### src/rtl/lot_pkg.sv
// Shared types and constants for the lottery draw sequencer: FSM states,
// number width and the 16-bit Fibonacci LFSR definition.
package lot_pkg;

    typedef enum logic [2:0] {
        ST_IDLE   = 3'd0,
        ST_PICK   = 3'd1,
        ST_SETUP  = 3'd2,
        ST_STROBE = 3'd3,
        ST_GAP    = 3'd4,
        ST_FIM    = 3'd5,
        ST_JOGO   = 3'd6
    } lot_state_e;

    localparam int NUM_W  = 4;
    localparam int LFSR_W = 16;

    // x^16+x^14+x^13+x^11+1 for a right-shifting register: feedback from bits 0,2,3,5
    localparam logic [LFSR_W-1:0] LFSR_TAPS    = 16'h002D;
    localparam logic [LFSR_W-1:0] DEFAULT_SEED = 16'hACE1;

    function automatic logic [LFSR_W-1:0] lfsr_next(input logic [LFSR_W-1:0] s);
        return {^(s & LFSR_TAPS), s[LFSR_W-1:1]};
    endfunction

endpackage

### src/rtl/lot_draw_lfsr.sv
// Free-running 16-bit Fibonacci LFSR; steps every cycle and reloads SEED on reset.
module lot_draw_lfsr
    import lot_pkg::*;
#(
    parameter logic [LFSR_W-1:0] SEED = DEFAULT_SEED
) (
    input  logic              clk,
    input  logic              reset,
    output logic [LFSR_W-1:0] state
);

    // An all-zero register is the lock-up state of an XOR LFSR.
    generate
        if (SEED == '0) begin : g_bad_seed
            $error("lot_draw_lfsr: SEED must be non-zero");
        end
    endgenerate

    always_ff @(posedge clk) begin
        if (reset) begin
            state <= SEED;
        end else begin
            state <= lfsr_next(state);
        end
    end

endmodule

### src/rtl/lot_draw_sequencer.sv
// Draws rounds of pseudo-random nibbles and strobes them to the lottery checker.
// Optional feature macro LOT_DRAW_UNIQUE_EN: no number repeats within a round.
module lot_draw_sequencer
    import lot_pkg::*;
#(
    parameter int               N_DRAW = 4,
    parameter int               GAP    = 2,
    parameter int               ROUNDS = 3,
    parameter logic [LFSR_W-1:0] SEED  = DEFAULT_SEED
) (
    input  logic             clk,
    input  logic             reset,
    input  logic             start,
    output logic [0:NUM_W-1] num,
    output logic             insere,
    output logic             fim,
    output logic             fim_jogo,
    output logic             busy,
    output lot_state_e       state
);

    localparam logic [4:0] DRAW_LAST  = 5'(N_DRAW);
    localparam logic [3:0] GAP_LAST   = 4'(GAP);
    localparam logic [3:0] ROUND_LAST = 4'(ROUNDS);

    generate
        if (N_DRAW < 1 || N_DRAW > 16) begin : g_bad_n_draw
            $error("lot_draw_sequencer: N_DRAW must be 1..16");
        end
        if (GAP < 0 || GAP > 15) begin : g_bad_gap
            $error("lot_draw_sequencer: GAP must be 0..15");
        end
        if (ROUNDS < 1 || ROUNDS > 15) begin : g_bad_rounds
            $error("lot_draw_sequencer: ROUNDS must be 1..15");
        end
    endgenerate

    logic [LFSR_W-1:0] lfsr_state;
    logic [NUM_W-1:0]  cand;
    logic              unused_lfsr_hi;
    logic              pick_ok;
    logic [4:0]        draw_cnt;
    logic [3:0]        gap_cnt;
    logic [3:0]        round_cnt;
    logic              last_draw;

    lot_draw_lfsr #(
        .SEED (SEED)
    ) u_lfsr (
        .clk   (clk),
        .reset (reset),
        .state (lfsr_state)
    );

    assign cand           = lfsr_state[NUM_W-1:0];
    assign unused_lfsr_hi = ^lfsr_state[LFSR_W-1:NUM_W];
    assign last_draw      = (draw_cnt + 5'd1) == DRAW_LAST;

`ifdef LOT_DRAW_UNIQUE_EN
    generate
        if (N_DRAW > 16) begin : g_unique_too_many
            $error("lot_draw_sequencer: unique draw needs N_DRAW <= 16");
        end
    endgenerate

    logic [(1<<NUM_W)-1:0] used_mask;

    // One bit per nibble value already drawn in the current round.
    always_ff @(posedge clk) begin
        if (reset) begin
            used_mask <= '0;
        end else if (state == ST_IDLE && start) begin
            used_mask <= '0;
        end else if (state == ST_PICK && !used_mask[cand]) begin
            used_mask[cand] <= 1'b1;
        end
    end

    assign pick_ok = !used_mask[cand];
`else
    assign pick_ok = 1'b1;
`endif

    always_ff @(posedge clk) begin
        if (reset) begin
            state     <= ST_IDLE;
            num       <= '0;
            insere    <= 1'b0;
            fim       <= 1'b0;
            fim_jogo  <= 1'b0;
            busy      <= 1'b0;
            draw_cnt  <= '0;
            gap_cnt   <= '0;
            round_cnt <= '0;
        end else begin
            insere   <= 1'b0;
            fim      <= 1'b0;
            fim_jogo <= 1'b0;
            case (state)
                ST_IDLE: begin
                    if (start) begin
                        draw_cnt <= '0;
                        busy     <= 1'b1;
                        state    <= ST_PICK;
                    end
                end
                ST_PICK: begin
                    if (pick_ok) begin
                        num   <= cand;
                        state <= ST_SETUP;
                    end
                end
                ST_SETUP: begin
                    state <= ST_STROBE;
                end
                ST_STROBE: begin
                    insere  <= 1'b1;
                    gap_cnt <= 4'd1;
                    // With no gap the strobe cycle itself closes the draw.
                    if (GAP_LAST == 4'd0) begin
                        draw_cnt <= draw_cnt + 5'd1;
                        state    <= last_draw ? ST_FIM : ST_PICK;
                    end else begin
                        state <= ST_GAP;
                    end
                end
                ST_GAP: begin
                    if (gap_cnt == GAP_LAST) begin
                        draw_cnt <= draw_cnt + 5'd1;
                        state    <= last_draw ? ST_FIM : ST_PICK;
                    end else begin
                        gap_cnt <= gap_cnt + 4'd1;
                    end
                end
                ST_FIM: begin
                    fim       <= 1'b1;
                    round_cnt <= round_cnt + 4'd1;
                    if ((round_cnt + 4'd1) == ROUND_LAST) begin
                        state <= ST_JOGO;
                    end else begin
                        busy  <= 1'b0;
                        state <= ST_IDLE;
                    end
                end
                ST_JOGO: begin
                    fim_jogo  <= 1'b1;
                    round_cnt <= '0;
                    busy      <= 1'b0;
                    state     <= ST_IDLE;
                end
                default: begin
                    busy  <= 1'b0;
                    state <= ST_IDLE;
                end
            endcase
        end
    end

endmodule

### config.mk
export PLATFORM = sky130hd
export DESIGN_NAME = lot_draw_sequencer
export DESIGN_NICKNAME = d
export VERILOG_FILES = /design/src/rtl/lot_pkg.sv /design/src/rtl/lot_draw_lfsr.sv /design/src/rtl/lot_draw_sequencer.sv
export SDC_FILE = /design/constraint.sdc
export NUM_CORES = 1
export LEC_CHECK = 0
export CAP_MARGIN = 20
export CORE_MARGIN = 1.5
export CORE_UTILIZATION = 50
export CTS_CLUSTER_SIZE = 30
export DETAILED_ROUTE_END_ITERATION = 16
export PLACE_DENSITY = 0.76
export SLEW_MARGIN = 30
export SYNTH_ARGS = -nofsm -noshare
export SYNTH_HDL_FRONTEND = slang
export SYNTH_HIERARCHICAL = 1
export SYNTH_SLANG_ARGS = --single-unit
### constraint.sdc
create_clock -name clk -period 1.4 [get_ports clk]
set_input_delay 0.28 -clock clk [delete_from_list [all_inputs] [get_ports clk]]
set_output_delay 0.28 -clock clk [all_outputs]
set_load 0.01 [all_outputs]
* Word-level counts from Yosys, hierarchy flattened
Index checks and enable logic that the tools add are counted.
** Word-level totals
- Word-level logic and storage cells :: 54
- Output and inout port bits :: 11
- Flip-flop bits (word level) :: 40
- Input bits :: 3
** Cells by class
- Equal/unequal tests :: 13
- Add/sub/neg operators :: 3
- Reduce and logical (&&, ||, !) cells :: 10
- Mux-type cells :: 17
- Bitwise operators :: 1
** Operator list (number)
- $pmux W3 S6 :: 1
- $pmux W4 S2 :: 2
- $reduce_xor A16 Y1 :: 1
- $mux W3 :: 4
- $mux W5 :: 2
- $pmux W5 S2 :: 1
- $eq A3 B3 Y1 const B :: 3
- $add A4 B1 Y4 const B :: 2
- $eq A4 B2 Y1 const B :: 2
- $ne A2 B2 Y1 const B :: 4
- $eq A3 B2 Y1 const B :: 2
- $reduce_and A3 Y1 :: 2
- $reduce_bool A2 Y1 :: 3
- $add A5 B1 Y5 const B :: 1
- $eq A5 B3 Y1 const B :: 1
- $mux W1 :: 5
- $mux W4 :: 1
- $reduce_and A2 Y1 :: 2
- $reduce_or A4 Y1 :: 1
- $eq A3 B1 Y1 const B :: 1
- $logic_not A3 Y1 :: 1
- $pmux W1 S3 :: 1
- $not A1 Y1 :: 1

* Longest topological paths before layout
- Depth in word-level cells :: 5
- Mapped depth :: 6
- Depth with buffers taken out :: 6

* Cells and area by module
Netlist, hierarchy kept.
** Modules (own cells, without submodules)
- lot_draw_sequencer :: sequential area each 480.5 µm², instances 1, area an instance 1212.4 µm², cells an instance 139
- lot_draw_lfsr :: sequential area each 320.3 µm², instances 1, area an instance 457.9 µm², cells an instance 36

* Worst setup path after synthesis
OpenSTA, ideal clock, no wires.
- Kind :: register to register
- Start :: register state[1] (netlist name)
- End :: register gap_cnt[1]
- Required time :: 1335 ps
- Arrival time :: 1461 ps
- Stages on the path, launching flop included :: 6
- Path slack :: -126 ps
- Path buffers :: 1
- Clock period less this slack :: 1526 ps
- Cell sequence :: dfxtp_1 -> buf_2 -> or3b_4 -> nor2_4 -> mux2_2 -> nor2_1
** RTL lines
- end signal, assigned :: RTL line lot_draw_sequencer.sv:132 : gap_cnt <= gap_cnt + 4'd1;
- end, declared :: RTL line lot_draw_sequencer.sv:43 : logic [3:0] gap_cnt;

==> summary.md <==
| Metric | Value |
|---|---|
| Clk_lat worst skew | 360 ps |
| Max Cap Violations | 0 |
| Worst vdd ir | 0.945 mV |
| Yosys reg bits | 40 |
| Critical path arrival | 1740 ps |
| Final period utilization | 1.03 |
| Final #Nets | 223 |
| Row count | 20 |
| Most common cell after layout, fill and taps aside | dfxtp_1 |
| Synth Net Count | 184 |
| Antenna Nets Post-Route | 0 |
| Cells after Synth | 175 |
| Commonest non-fill, non-tap cells in the layout | dfxtp_1, buf_4, nor2_1, nor2b_1, dlygate4sd2_1 |
| Vias in the first global route | 1355 |
| Synth cell types | 39 |
| Via count | 1388 |
| Asr flop ratio synth | 0 |
| Synth Warn # | 6 |
| # IOs | 14 |
| Critical Path Source Type | flop |
| Die height | 60.8 um |
| # H-tree levels | 2 |
| Hold Vio Cnt, Final | 0 |
| Hold depth | 1 |
| Setup WS post-layout | -41.2 ps |
| Global-route wire length before repair | 5990 um |
| Reg2Reg Depth | 4 |
| Overall Power | 2.32 mW |
| Hold_buf cts | 0 |
| Yosys top cell area share | 0.479 |
| Total GRT Usage | 0.227 |
| Final setup violation count | 3 |
| Layout cells sized above 1 | 0.274 |
| Seq/Total Area, Yosys | 0.479 |
| Crit Path Class | flop to flop |
| Netlist Area Pre-Place | 1670 um2 |
| Starting Density | 0.538 |
| Clock Sinks | 40 |
| Design Area, Final | 2200 um2 |
| Via density | 5.36 |
| GR Overflow Total | 0 |
| Actual slew at the worst max-slew pin | 294 ps |
| Area Overhead vs Synth | 32.0% |
| # fillers | 267 |
| Worst-path fanout max | 7 |
| DR pass1 iterations | 4 |
| Routed len/inst | 14.2 um |
| Bufs on Longest Clock Path | 2 |
| Top_reg_cell synth | dfxtp_1 |
| Starting DRC count in detailed routing | 72 |
| Setup Skew | 12.9 ps |
| Leading area contributor after synthesis | dfxtp_1 |
| Post-layout min period | 1440 ps |
| CTS clk-pin slew, worst paths | 120 ps |
| Clock Tree Root | clkbuf_4 |
| Post-synth EDFFs | 0 |
| Hpwl dp | 2530 um |
| DP Area | 2020 um2 |
| Mapped Avg Cell Area | 9.54 um2 |
| Achievable frequency | 694 MHz |
| CTS tree | built |
| Die width | 60.8 um |
| Antenna violations before repair | 0 |
| Final WL | 3680 um |
| Die area | 3700 um2 |
| Critical Path RT | 1700 ps |
| Hold Path Class | flop to flop |
| Pwr dens | 1050 nW/um2 |
| Largest net degree at the start of global routing | 32 |
| LEAKAGE | 0.915 nW |
| CORE AREA | 3100 um2 |
| Gp weighted congestion | 0.905 |
| Slew Limit Fails | 0 |
| Main area contributors after synthesis | dfxtp_1, ha_1, nor2_1 |
| Status | finished with violations |
| Inserted Diodes | 0 |
| Slew headroom | 0.803 |
| Port Buf Inserts | 13 |
| Violated checks | setup timing |
| CTS Buf Count | 5 |
| Residual DRC | 0 |
| Worst setup EP type | flop |
| RSZ-0062 raised after global routing | yes |
[power breakdown]
group / switching, mW / internal (mW) / total [mW]
Clock: 0.377 / 0.428 / 0.805
Sequential: 0.0309 / 1.19 / 1.22
Combinational: 0.149 / 0.152 / 0.301
Total: 0.557 / 1.77 / 2.32
[critical path, cell delays in order, from the launching register on]
cell and delay [ps]:
dfxtp_4 390, or3b_4 440, nor2_4 150, mux2_4 320, nor2_1 80
[final timing paths]
path,slack [ps],end,startpoint
max,-40,gap_cnt[1]$_SDFFE_PP0P_,state[0]$_SDFFE_PP0P_
min,420,u_lfsr/state[11]$_SDFF_PP1_,u_lfsr/state[12]$_SDFF_PP0_
max reg2reg,-40,gap_cnt[1]$_SDFFE_PP0P_,state[0]$_SDFFE_PP0P_
min reg2reg,420,u_lfsr/state[11]$_SDFF_PP1_,u_lfsr/state[12]$_SDFF_PP0_
[cell type report]
| type | count | area [um2] | share of cell area |
|---|---|---|---|
| Clock buffer | 6 | 51.3 | 0.0233 |
| Clock inverter | 2 | 38.8 | 0.0176 |
| Inverter | 5 | 18.8 | 0.00851 |
| Multi-Input combinational cell | 123 | 870 | 0.394 |
| Sequential cell | 40 | 818 | 0.371 |
| Tap cell | 44 | 55.1 | 0.0250 |
| Timing Repair Buffer | 39 | 353 | 0.160 |
[kinds of logic after synthesis]
group,synth area share
and+or+nand+nor,0.259
adders and majority gates,0.0449
DFF,0.479
xor gates and xnor gates,0.0472
AOI/OAI and AO/OA,0.105
muxes,0.0307
buffers and inverters,0.0337
[metal layers]
layer / vias up / global-route usage / part of all wire
li1: 676 / - / -
met1: 672 / 0.255 / 0.42
met2: 32 / 0.381 / 0.51
met3: 8 / 0.0853 / 0.048
met4: 0 / 0.102 / 0.020
met5: - / 0 / 0
[stage by stage]
step                      std cells  setup TNS, ps  utilization  worst slack (ps)  hold WS [ps]
after floorplan                 175          -57.0            -             -57.0           352
after global placement          248          -77.0        0.651             -42.2           391
after detailed placement        248           -596        0.651              -161           394
after CTS                       256           -120        0.694             -47.9           424
after global routing            259           -740        0.710              -107           441
final                           259          -58.9        0.710             -41.2           420
[flip-flops by register name, indices dropped and copies added, names as in the netlist]
signal,flops
fim,1
state,3
u_lfsr/state,16
round_cnt,4
insere,1
gap_cnt,4
draw_cnt,5
fim_jogo,1
busy,1
num,4
[cell usage after synthesis, drive strengths merged, types with 3 or more instances]
cell type  number
dfxtp          40
nor2           21
nand2           9
nor2b           9
nor3            9
a21oi           8
o21ai           8
or2             7
xor2            7
ha              6
inv             5
buf             4
mux2i           4
nand3           4
a22oi           3
clkbuf          3
nand2b          3
nand4b          3
[repair_timing]
item	CTS	global route
gates cloned	0	0
resized for setup	31	11
setup buffers	0	3
pin swaps	9	13
setup endpoints to repair	21	12
(Power assumes the default switching activity.)
